<file path="config.mk">
export PLATFORM = sky130hd
export DESIGN_NAME = usb_slave_fifo_rx
export DESIGN_NICKNAME = d
export VERILOG_FILES = /design/src/rtl/usb_slave_fifo_rx.sv
export SDC_FILE = /design/constraint.sdc
export NUM_CORES = 1
export LEC_CHECK = 0
export CAP_MARGIN = 20
export CELL_PAD_IN_SITES_DETAIL_PLACEMENT = 0
export CELL_PAD_IN_SITES_GLOBAL_PLACEMENT = 1
export CORE_AREA = 2 2 84 167
export CTS_BUF_LIST = sky130_fd_sc_hd__clkbuf_8
export DETAILED_ROUTE_END_ITERATION = 10
export DIE_AREA = 0 0 86 169
export PLACE_DENSITY = 0.53
export SLEW_MARGIN = 0
export SYNTH_ARGS = -nofsm -noshare
export SYNTH_HDL_FRONTEND = slang
export SYNTH_SLANG_ARGS = --single-unit
</file>
<file path="constraint.sdc">
create_clock -name USB_CLKO -period 2.7 [get_ports USB_CLKO]
set_clock_uncertainty 0.05 [all_clocks]
set_input_delay 0.54 -clock USB_CLKO [delete_from_list [all_inputs] [get_ports USB_CLKO]]
set_output_delay 0.54 -clock USB_CLKO [all_outputs]
set_load 0.01 [all_outputs]
</file>
<file path="src/rtl/usb_slave_fifo_rx.sv">
`timescale 1ns/1ps
// usb_slave_fifo_rx
// Read engine for the FX2 synchronous slave-FIFO interface (EP2 OUT).
// Drains bytes over FD into a small circular buffer and presents them as a
// valid/ready byte stream.
//
// Ports:
//   USB_CLKO          FX2 interface clock, all logic on rising edge
//   USB_RESET2        asynchronous active-low reset
//   USB_FLAG_EMPTY_N  EP2 flag, 1 = at least one byte available
//   USB_FD            FX2 FIFO data bus (sampled only)
//   USB_SLOE          FIFO output enable, active-low, registered
//   USB_SLRD          FIFO read strobe, active-low, registered
//   USB_FIFOADR       endpoint select, tied to EP2 (2'b00)
//   M_DATA/M_VALID    head byte of buffer / buffer non-empty
//   M_READY           downstream accepts M_DATA this cycle
//   LEVEL             bytes currently buffered, 0..DEPTH
module usb_slave_fifo_rx #(
    parameter int unsigned DEPTH_LOG2 = 3
) (
    input  logic                  USB_CLKO,
    input  logic                  USB_RESET2,
    input  logic                  USB_FLAG_EMPTY_N,
    input  logic [7:0]            USB_FD,
    output logic                  USB_SLOE,
    output logic                  USB_SLRD,
    output logic [1:0]            USB_FIFOADR,
    output logic [7:0]            M_DATA,
    output logic                  M_VALID,
    input  logic                  M_READY,
    output logic [DEPTH_LOG2:0]   LEVEL
);

    localparam int unsigned DEPTH = 2 ** DEPTH_LOG2;
    localparam logic [DEPTH_LOG2:0]   FULL_COUNT = (DEPTH_LOG2 + 1)'(DEPTH);
    localparam logic [DEPTH_LOG2:0]   CNT_ONE    = 1;
    localparam logic [DEPTH_LOG2-1:0] PTR_ONE    = 1;

    typedef enum logic [1:0] {
        S_IDLE,
        S_OE,
        S_RD,
        S_GAP
    } state_t;

    state_t                  state_q, state_d;
    logic                    sloe_q, sloe_d;
    logic                    slrd_q, slrd_d;
    logic [DEPTH_LOG2-1:0]   wr_ptr_q, wr_ptr_d;
    logic [DEPTH_LOG2-1:0]   rd_ptr_q, rd_ptr_d;
    logic [DEPTH_LOG2:0]     count_q, count_d;
    logic [7:0]              mem [DEPTH];

    logic push;
    logic pop;
    logic room;

    // Room is judged on the count before this edge's push/pop, so a read
    // committed here always has a free slot when its byte lands.
    assign room = (count_q != FULL_COUNT);
    assign push = (state_q == S_RD);
    assign pop  = (count_q != '0) && M_READY;

    always_comb begin
        state_d = state_q;
        unique case (state_q)
            S_IDLE:  if (USB_FLAG_EMPTY_N && room) state_d = S_OE;
            S_OE:    state_d = S_RD;
            S_RD:    state_d = S_GAP;
            S_GAP:   state_d = (USB_FLAG_EMPTY_N && room) ? S_RD : S_IDLE;
            default: state_d = S_IDLE;
        endcase
        // Strobes are decoded from the next state so the pins come
        // straight off flops aligned with the state register.
        sloe_d = (state_d == S_IDLE);
        slrd_d = (state_d != S_RD);
    end

    always_comb begin
        wr_ptr_d = wr_ptr_q;
        rd_ptr_d = rd_ptr_q;
        count_d  = count_q;
        if (push) wr_ptr_d = wr_ptr_q + PTR_ONE;
        if (pop)  rd_ptr_d = rd_ptr_q + PTR_ONE;
        unique case ({push, pop})
            2'b10:   count_d = count_q + CNT_ONE;
            2'b01:   count_d = count_q - CNT_ONE;
            default: count_d = count_q;
        endcase
    end

    always_ff @(posedge USB_CLKO or negedge USB_RESET2) begin
        if (!USB_RESET2) begin
            state_q  <= S_IDLE;
            sloe_q   <= 1'b1;
            slrd_q   <= 1'b1;
            wr_ptr_q <= '0;
            rd_ptr_q <= '0;
            count_q  <= '0;
        end else begin
            state_q  <= state_d;
            sloe_q   <= sloe_d;
            slrd_q   <= slrd_d;
            wr_ptr_q <= wr_ptr_d;
            rd_ptr_q <= rd_ptr_d;
            count_q  <= count_d;
        end
    end

    // Storage needs no reset; push is gated by the reset-cleared state.
    always_ff @(posedge USB_CLKO) begin
        if (push) mem[wr_ptr_q] <= USB_FD;
    end

    assign USB_SLOE    = sloe_q;
    assign USB_SLRD    = slrd_q;
    assign USB_FIFOADR = 2'b00;
    assign M_DATA      = mem[rd_ptr_q];
    assign M_VALID     = (count_q != '0);
    assign LEVEL       = count_q;

endmodule

</file>
==> impl_metrics.env, run 1 <==
export IMPL_leakagePower_uw=0.00144
export IMPL_synth_edf_count=64
export IMPL_io_pins=29
export IMPL_drt_wl_total_um=6360
export IMPL_critPathRequiredTime_ns=2.11
export IMPL_synthArstFlopShare=0.179
export IMPL_synth_top_area_frac=0.589
export IMPL_grt_pass1_vias=1806
export IMPL_antenna_cells=0
export IMPL_whs_ns=0.445
export IMPL_grt_overflow=0
export IMPL_crit_type="register to output pin"
export IMPL_gp_congestion=0.695
export IMPL_grt_max_degree=19
export IMPL_powerDensity_nw_per_um2=1080
export IMPL_tightest_slew_ns=0.790
export IMPL_clk_latency_ns=0.35
export IMPL_synth_commonest_cells="64 x edfxtp_1, 16 x mux4_1, 12 x dfrtp_1"
export IMPL_die_h_um=169
export IMPL_first_iter_violations=81
export IMPL_areaGrowthSynthToFinish_pct=23.3
export IMPL_cts_root_buf="clkbuf_8"
export IMPL_fmax_ghz=0.381
export IMPL_port_buffers=26
export IMPL_grt_antenna_before_repair=0
export IMPL_hold_viol=0
export IMPL_cts_buffer_depth=2
export IMPL_cts_clk_slew_worst_paths_ns=0.08
export IMPL_die_w_um=86
export IMPL_crit_arrival_ns=2.04
export IMPL_yosysSeqAreaShare=0.697
export IMPL_syn_inst=170
export IMPL_wl_per_cell_um=16.6
export IMPL_cts_htree_levels=3
export IMPL_drive_gt1_frac=0.263
export IMPL_grt_usage=0.0943
export IMPL_drt_first_pass_iters=4
export IMPL_ir_drop_mv=0.439
export IMPL_dieArea_sq_um=14500
export IMPL_crit_path_end_kind="output pin"
export IMPL_grt_pass1_wl_um=9870
export IMPL_cts_sink_count=78
export IMPL_avgSynthCellArea_sq_um=19.2
export IMPL_totalPowerFinal_uw=4330
export IMPL_ctsHoldBuffers=0
export IMPL_fillers=1302
export IMPL_drtAntennaViolNets=0
export IMPL_synth_most_common_cell="edfxtp_1"
export IMPL_slew_viol_final=0
export IMPL_fp_row_count=60
export IMPL_cts_tree="built"
export IMPL_core_area_sq_um=13300
export IMPL_post_dp_hpwl_um=4180
export IMPL_ys_flop_type="edfxtp_1"
export IMPL_setup_worst_path_start_class="register"
export IMPL_yosys_top_cells_area="edfxtp_1 59%, mux4_1 13%, dfrtp_1 9.2%"
export IMPL_num_vias=1668
export IMPL_synth_seq_cells=78
export IMPL_synth_cell_types=34
export IMPL_final_period_utilization=0.973
export IMPL_nets=240
export IMPL_rsz0062_at_grt="no"
export IMPL_max_slew_margin_rel=0.467
export IMPL_hold_class="register to register"
export IMPL_initial_core_util=0.246
export IMPL_finalCriticalPeriod_ns=2.63
export IMPL_outcome="finished, final reports clean"
export IMPL_vias_per_cell=4.36
export IMPL_synth_top_area_cell="edfxtp_1"
export IMPL_setup_viol=0
export IMPL_worstPathMaxFanout=8
export IMPL_drc=0
export IMPL_yosys_warnings=0
export IMPL_cts_buffers=9
export IMPL_synth_area_sq_um=3270
export IMPL_drv_cap=0
==> state kept, by name, summed over array words and instances (netlist names) <==
register  flops
LEVEL         4
wr_ptr_q      3
USB_SLOE      1
USB_SLRD      1
rd_ptr_q      3
state_q       2
mem          64
==> layout by cell type (no fill, tap or decap), types with 3 or more instances in the layout <==
cell	netlist	layout
edfxtp_1	64	64
nor3b_1	3	3
inv_1	4	4
mux4_2	0	4
buf_6	1	3
mux4_1	16	12
a21oi_1	4	4
nand2_1	4	4
xnor2_1	5	5
mux2_2	11	11
clkdlybuf4s50_1	0	18
buf_4	2	19
clkinv_2	0	3
nand2b_1	3	3
dlygate4sd2_1	0	4
dfrtp_1	12	12
nor2_1	8	8
ha_1	5	5
clkbuf_8	0	9
==> layout make-up <==
type,count,area (sq um),share of cell area
Inverter,4,15.0,0.00373
Clock inverter,7,70.1,0.0174
Clock buffer,9,124,0.0308
Sequential cell,78,2270,0.565
Multi-Input combinational cell,81,902,0.224
Timing Repair Buffer,49,448,0.111
Tap cell,155,194,0.0482
==> layer usage <==
layer | GRT usage | share of wire
met5 | 0 | 0
met4 | 0.0580 | 0.023
met3 | 0.0166 | 0.030
met2 | 0.159 | 0.54
met1 | 0.108 | 0.41
==> power breakdown <==
part / switching [uW] / total [uW] / internal (uW)
sequential: 155 / 1740 / 1590
clock: 439 / 867 / 428
combinational: 764 / 1730 / 961
total: 1360 / 4330 / 2980
==> worst paths after layout <==
kind	start	endpoint	slack, ns	depth (start not counted)
worst min-delay path	state_q[0]	state_q[0]	0.44	1
worst max register to register	LEVEL[3]	LEVEL[2]	0.22	9
max in group asynchronous	USB_RESET2	rd_ptr_q[2]	1.66	1
worst min register to register	state_q[0]	state_q[0]	0.44	1
min in group asynchronous	USB_RESET2	state_q[1]	0.53	1
worst max-delay path	rd_ptr_q[0]	M_DATA[0]	0.07	4
==> critical path: stages, from the launching register on <==
cell and delay, ns:
dfrtp_1 0.39, buf_6 0.17, mux4_1 0.56, mux2_2 0.29
dlygate4sd2_1 0.29
==> through the flow <==
step	instance area [sq um]	setup TNS (ns)	setup slack (ns)	util	cells
2_1_floorplan	3270	0	0.249	-	171
3_3_place_gp	3810	0	0.205	0.287	362
3_5_place_dp	3810	0	0.210	0.287	362
4_1_cts	4030	-0.00460	-0.00460	0.303	383
5_1_grt	4030	0	0.00123	0.303	383
6_report	4030	0	0.0735	0.303	383
==> cells by family after synthesis <==
family	share of synthesized area
AOI/OAI and AO/OA	0.0226
xor gates and xnor gates	0.0188
adders and majority gates	0.0192
buffers and inverters	0.0238
DFF	0.697
muxes	0.170
other	0.00115
and+or+nand+nor	0.0483
==> timing repair <==
| item | CTS | global route |
|---|---|---|
| resized for setup | 15 | 6 |
| setup endpoints to repair | 8 | 4 |
| buffers inserted | 5 | 0 |
(Power assumes the default switching activity.)
==> run 2: changes to the inputs <==
--- a/config.mk
+++ b/config.mk
@@ -8,10 +8,9 @@
 export CAP_MARGIN = 20
 export CELL_PAD_IN_SITES_DETAIL_PLACEMENT = 0
 export CELL_PAD_IN_SITES_GLOBAL_PLACEMENT = 1
-export CORE_AREA = 2 2 84 167
-export CTS_BUF_LIST = sky130_fd_sc_hd__clkbuf_8
+export CORE_AREA = 2 2 131 108
 export DETAILED_ROUTE_END_ITERATION = 10
-export DIE_AREA = 0 0 86 169
+export DIE_AREA = 0 0 133 110
 export PLACE_DENSITY = 0.53
 export SLEW_MARGIN = 0
 export SYNTH_ARGS = -nofsm -noshare
==> run 2 against run 1 <==
Sequential share of layout area fell by 1.6 points. Via count is 2.9% lower. Flip-flop and latch count unchanged. Final cell count rose by 5.5%. Critical path type unchanged. Combinational power down 3%. Die area rose by 0.66%. Final area grew 3.0%. Count of clock-buffer cells in the layout unchanged. Global-route usage down 0.37 points. Critical endpoint unchanged. Non-clock buffer count down 4. Hold slack barely moved.
==> impl_metrics.env, run 2 (same netlist as run 1, synthesis figures left out) <==
export IMPL_mostFrequentLayoutCell="edfxtp_1"
export IMPL_core_area_sq_um=13300
export IMPL_worstPathMaxFanout=10
export IMPL_stdcell_count=404
export IMPL_use_met2=0.142
export IMPL_crit_arrival_ns=2.01
export IMPL_drtAntennaViolNets=0
export IMPL_dieArea_sq_um=14600
export IMPL_mostFrequentLayoutCells="64 x edfxtp_1, 18 x clkdlybuf4s50_1, 16 x buf_4"
export IMPL_cts_clk_slew_worst_paths_ns=0.06
export IMPL_ir_drop_mv=0.317
export IMPL_setup_viol=0
export IMPL_slew_viol_final=0
export IMPL_io_pins=29
export IMPL_grt_pass1_vias=1674
export IMPL_dpl_cell_count=386
export IMPL_r2r_start="LEVEL[3]"
export IMPL_cts_root_buf="clkbuf_16"
export IMPL_fillers=1280
export IMPL_outcome="finished, final reports clean"
export IMPL_grtUsageMet1=0.115
export IMPL_drv_cap=0
export IMPL_holdPathEnd="state_q[0]"
export IMPL_drc=0
export IMPL_grt_overflow=0
export IMPL_hold_class="register to register"
export IMPL_regMostFlops="mem"
export IMPL_cts_sink_count=78
export IMPL_drive_gt1_frac=0.241
export IMPL_setup_worst_path_start_class="register"
export IMPL_top_usage_layer="met2"
export IMPL_crit_type="register to output pin"
export IMPL_initial_core_util=0.246
export IMPL_cts_tree="built"
export IMPL_gr_usage_met3=0.0311
export IMPL_port_buffers=26
export IMPL_r2r_end="LEVEL[2]"
export IMPL_grt_pass1_wl_um=9480
export IMPL_critPathRequiredTime_ns=2.11
export IMPL_die_w_um=133
export IMPL_tns_ns=0
export IMPL_rsz0062_at_grt="no"
export IMPL_first_iter_violations=158
export IMPL_hold_start="state_q[0]"
export IMPL_worstRegToRegCells=9
export IMPL_finalCriticalPeriod_ns=2.60
export IMPL_die_h_um=110
export IMPL_cts_buffer_depth=2
export IMPL_grt_usage=0.0905
export IMPL_drt_wl_total_um=6000
export IMPL_max_slew_margin_rel=0.540
export IMPL_grt_antenna_before_repair=0
export IMPL_wl_per_cell_um=14.8
export IMPL_cts_htree_levels=3
export IMPL_worstHoldPathCells=1
export IMPL_num_vias=1619
export IMPL_cts_buffers=9
export IMPL_tightest_slew_ns=0.682
export IMPL_gp_congestion=0.733
export IMPL_powerDensity_nw_per_um2=1120
export IMPL_nets=236
export IMPL_leakagePower_uw=0.00148
export IMPL_vias_per_cell=4.01
export IMPL_final_period_utilization=0.964
export IMPL_largest_register_ffs=64
export IMPL_fp_row_count=38
export IMPL_antenna_cells=0
export IMPL_post_dp_hpwl_um=3760
export IMPL_grt_max_degree=19
export IMPL_areaGrowthSynthToFinish_pct=27.0
export IMPL_clk_latency_ns=0.33
export IMPL_hold_viol=0
export IMPL_reg2reg_slack_ns=0.22
export IMPL_drt_first_pass_iters=4
export IMPL_crit_path_end_kind="output pin"
export IMPL_fmax_ghz=0.384
export IMPL_ctsHoldBuffers=0
-- run 2: changes by cell type in the layout (fill, tap and decap cells not counted), moves of 3 or more --
cell | before | now
buf_4 | 19 | 16
clkbuf_16 | 0 | 9
clkbuf_8 | 9 | 0
mux4_1 | 12 | 15
mux4_2 | 4 | 1
-- run 2: per-layer routing --
metal | vias to the layer above | share of wire
met5 | - | 0
met3 | 8 | 0.036
met1 | 810 | 0.47
met4 | 0 | 0.018
li1 | 777 | -
met2 | 24 | 0.48
-- run 2: timing repair --
action	in CTS	in global routing
setup endpoints to repair	8	3
buffers inserted	2	0
resized for setup	14	3
-- run 2: worst max path at each step --
stage | startpoint | end | slack, ns | depth (start not counted)
final | rd_ptr_q[0] | M_DATA[0] | 0.1 | 4
after global routing | rd_ptr_q[0] | M_DATA[0] | 0.004 | 4
after CTS | rd_ptr_q[0] | M_DATA[4] | 0.03 | 5
after detailed placement | rd_ptr_q[0] | M_DATA[3] | 0.17 | 4
after global placement | rd_ptr_q[0] | M_DATA[4] | 0.18 | 4
after floorplan | LEVEL[2] | LEVEL[3] | 0.25 | 8
-- run 2: layout make-up --
type / count / area [sq um] / area share
clock inverters: 7 / 80.1 / 0.0193
multi-input cells: 81 / 917 / 0.221
repair buffers: 45 / 410 / 0.0989
well taps: 180 / 225 / 0.0543
inverters: 4 / 15.0 / 0.00362
flip-flops and latches: 78 / 2270 / 0.548
clock buffers: 9 / 225 / 0.0543
-- run 2: worst max-delay path, cell delays in order (launching register included) --
cell and delay (ns):
dfrtp_1 0.40, buf_12 0.16, mux4_1 0.55, mux2_2 0.29
dlygate4sd2_1 0.28
-- run 2: where the power goes --
group	switching (uW)	leakage [uW]	internal, uW
clock network	496	0.000149	730
registers	138	0.000741	1590
logic	746	0.000594	931
-- run 2: through the flow --
stage / hold WS, ns / area [sq um] / power (uW) / utilization / worst slack [ns]
after floorplan: 0.194 / 3270 / 2770 / - / 0.249
after global placement: 0.429 / 3840 / 3530 / 0.290 / 0.184
after detailed placement: 0.442 / 3840 / 3520 / 0.290 / 0.169
after CTS: 0.451 / 4160 / 4730 / 0.314 / 0.0283
after global routing: 0.488 / 4150 / 4920 / 0.313 / 0.00391
final: 0.444 / 4150 / 4630 / 0.313 / 0.0985
==> run 3: changes to the inputs <==
--- a/config.mk
+++ b/config.mk
@@ -5,6 +5,7 @@
 export SDC_FILE = /design/constraint.sdc
 export NUM_CORES = 1
 export LEC_CHECK = 0
+export ABC_CLOCK_PERIOD_IN_PS = 2700
 export CAP_MARGIN = 20
 export CELL_PAD_IN_SITES_DETAIL_PLACEMENT = 0
 export CELL_PAD_IN_SITES_GLOBAL_PLACEMENT = 1
==> results of run 3 <==
Final layout, timing and power as in run 2 (identical DEF).
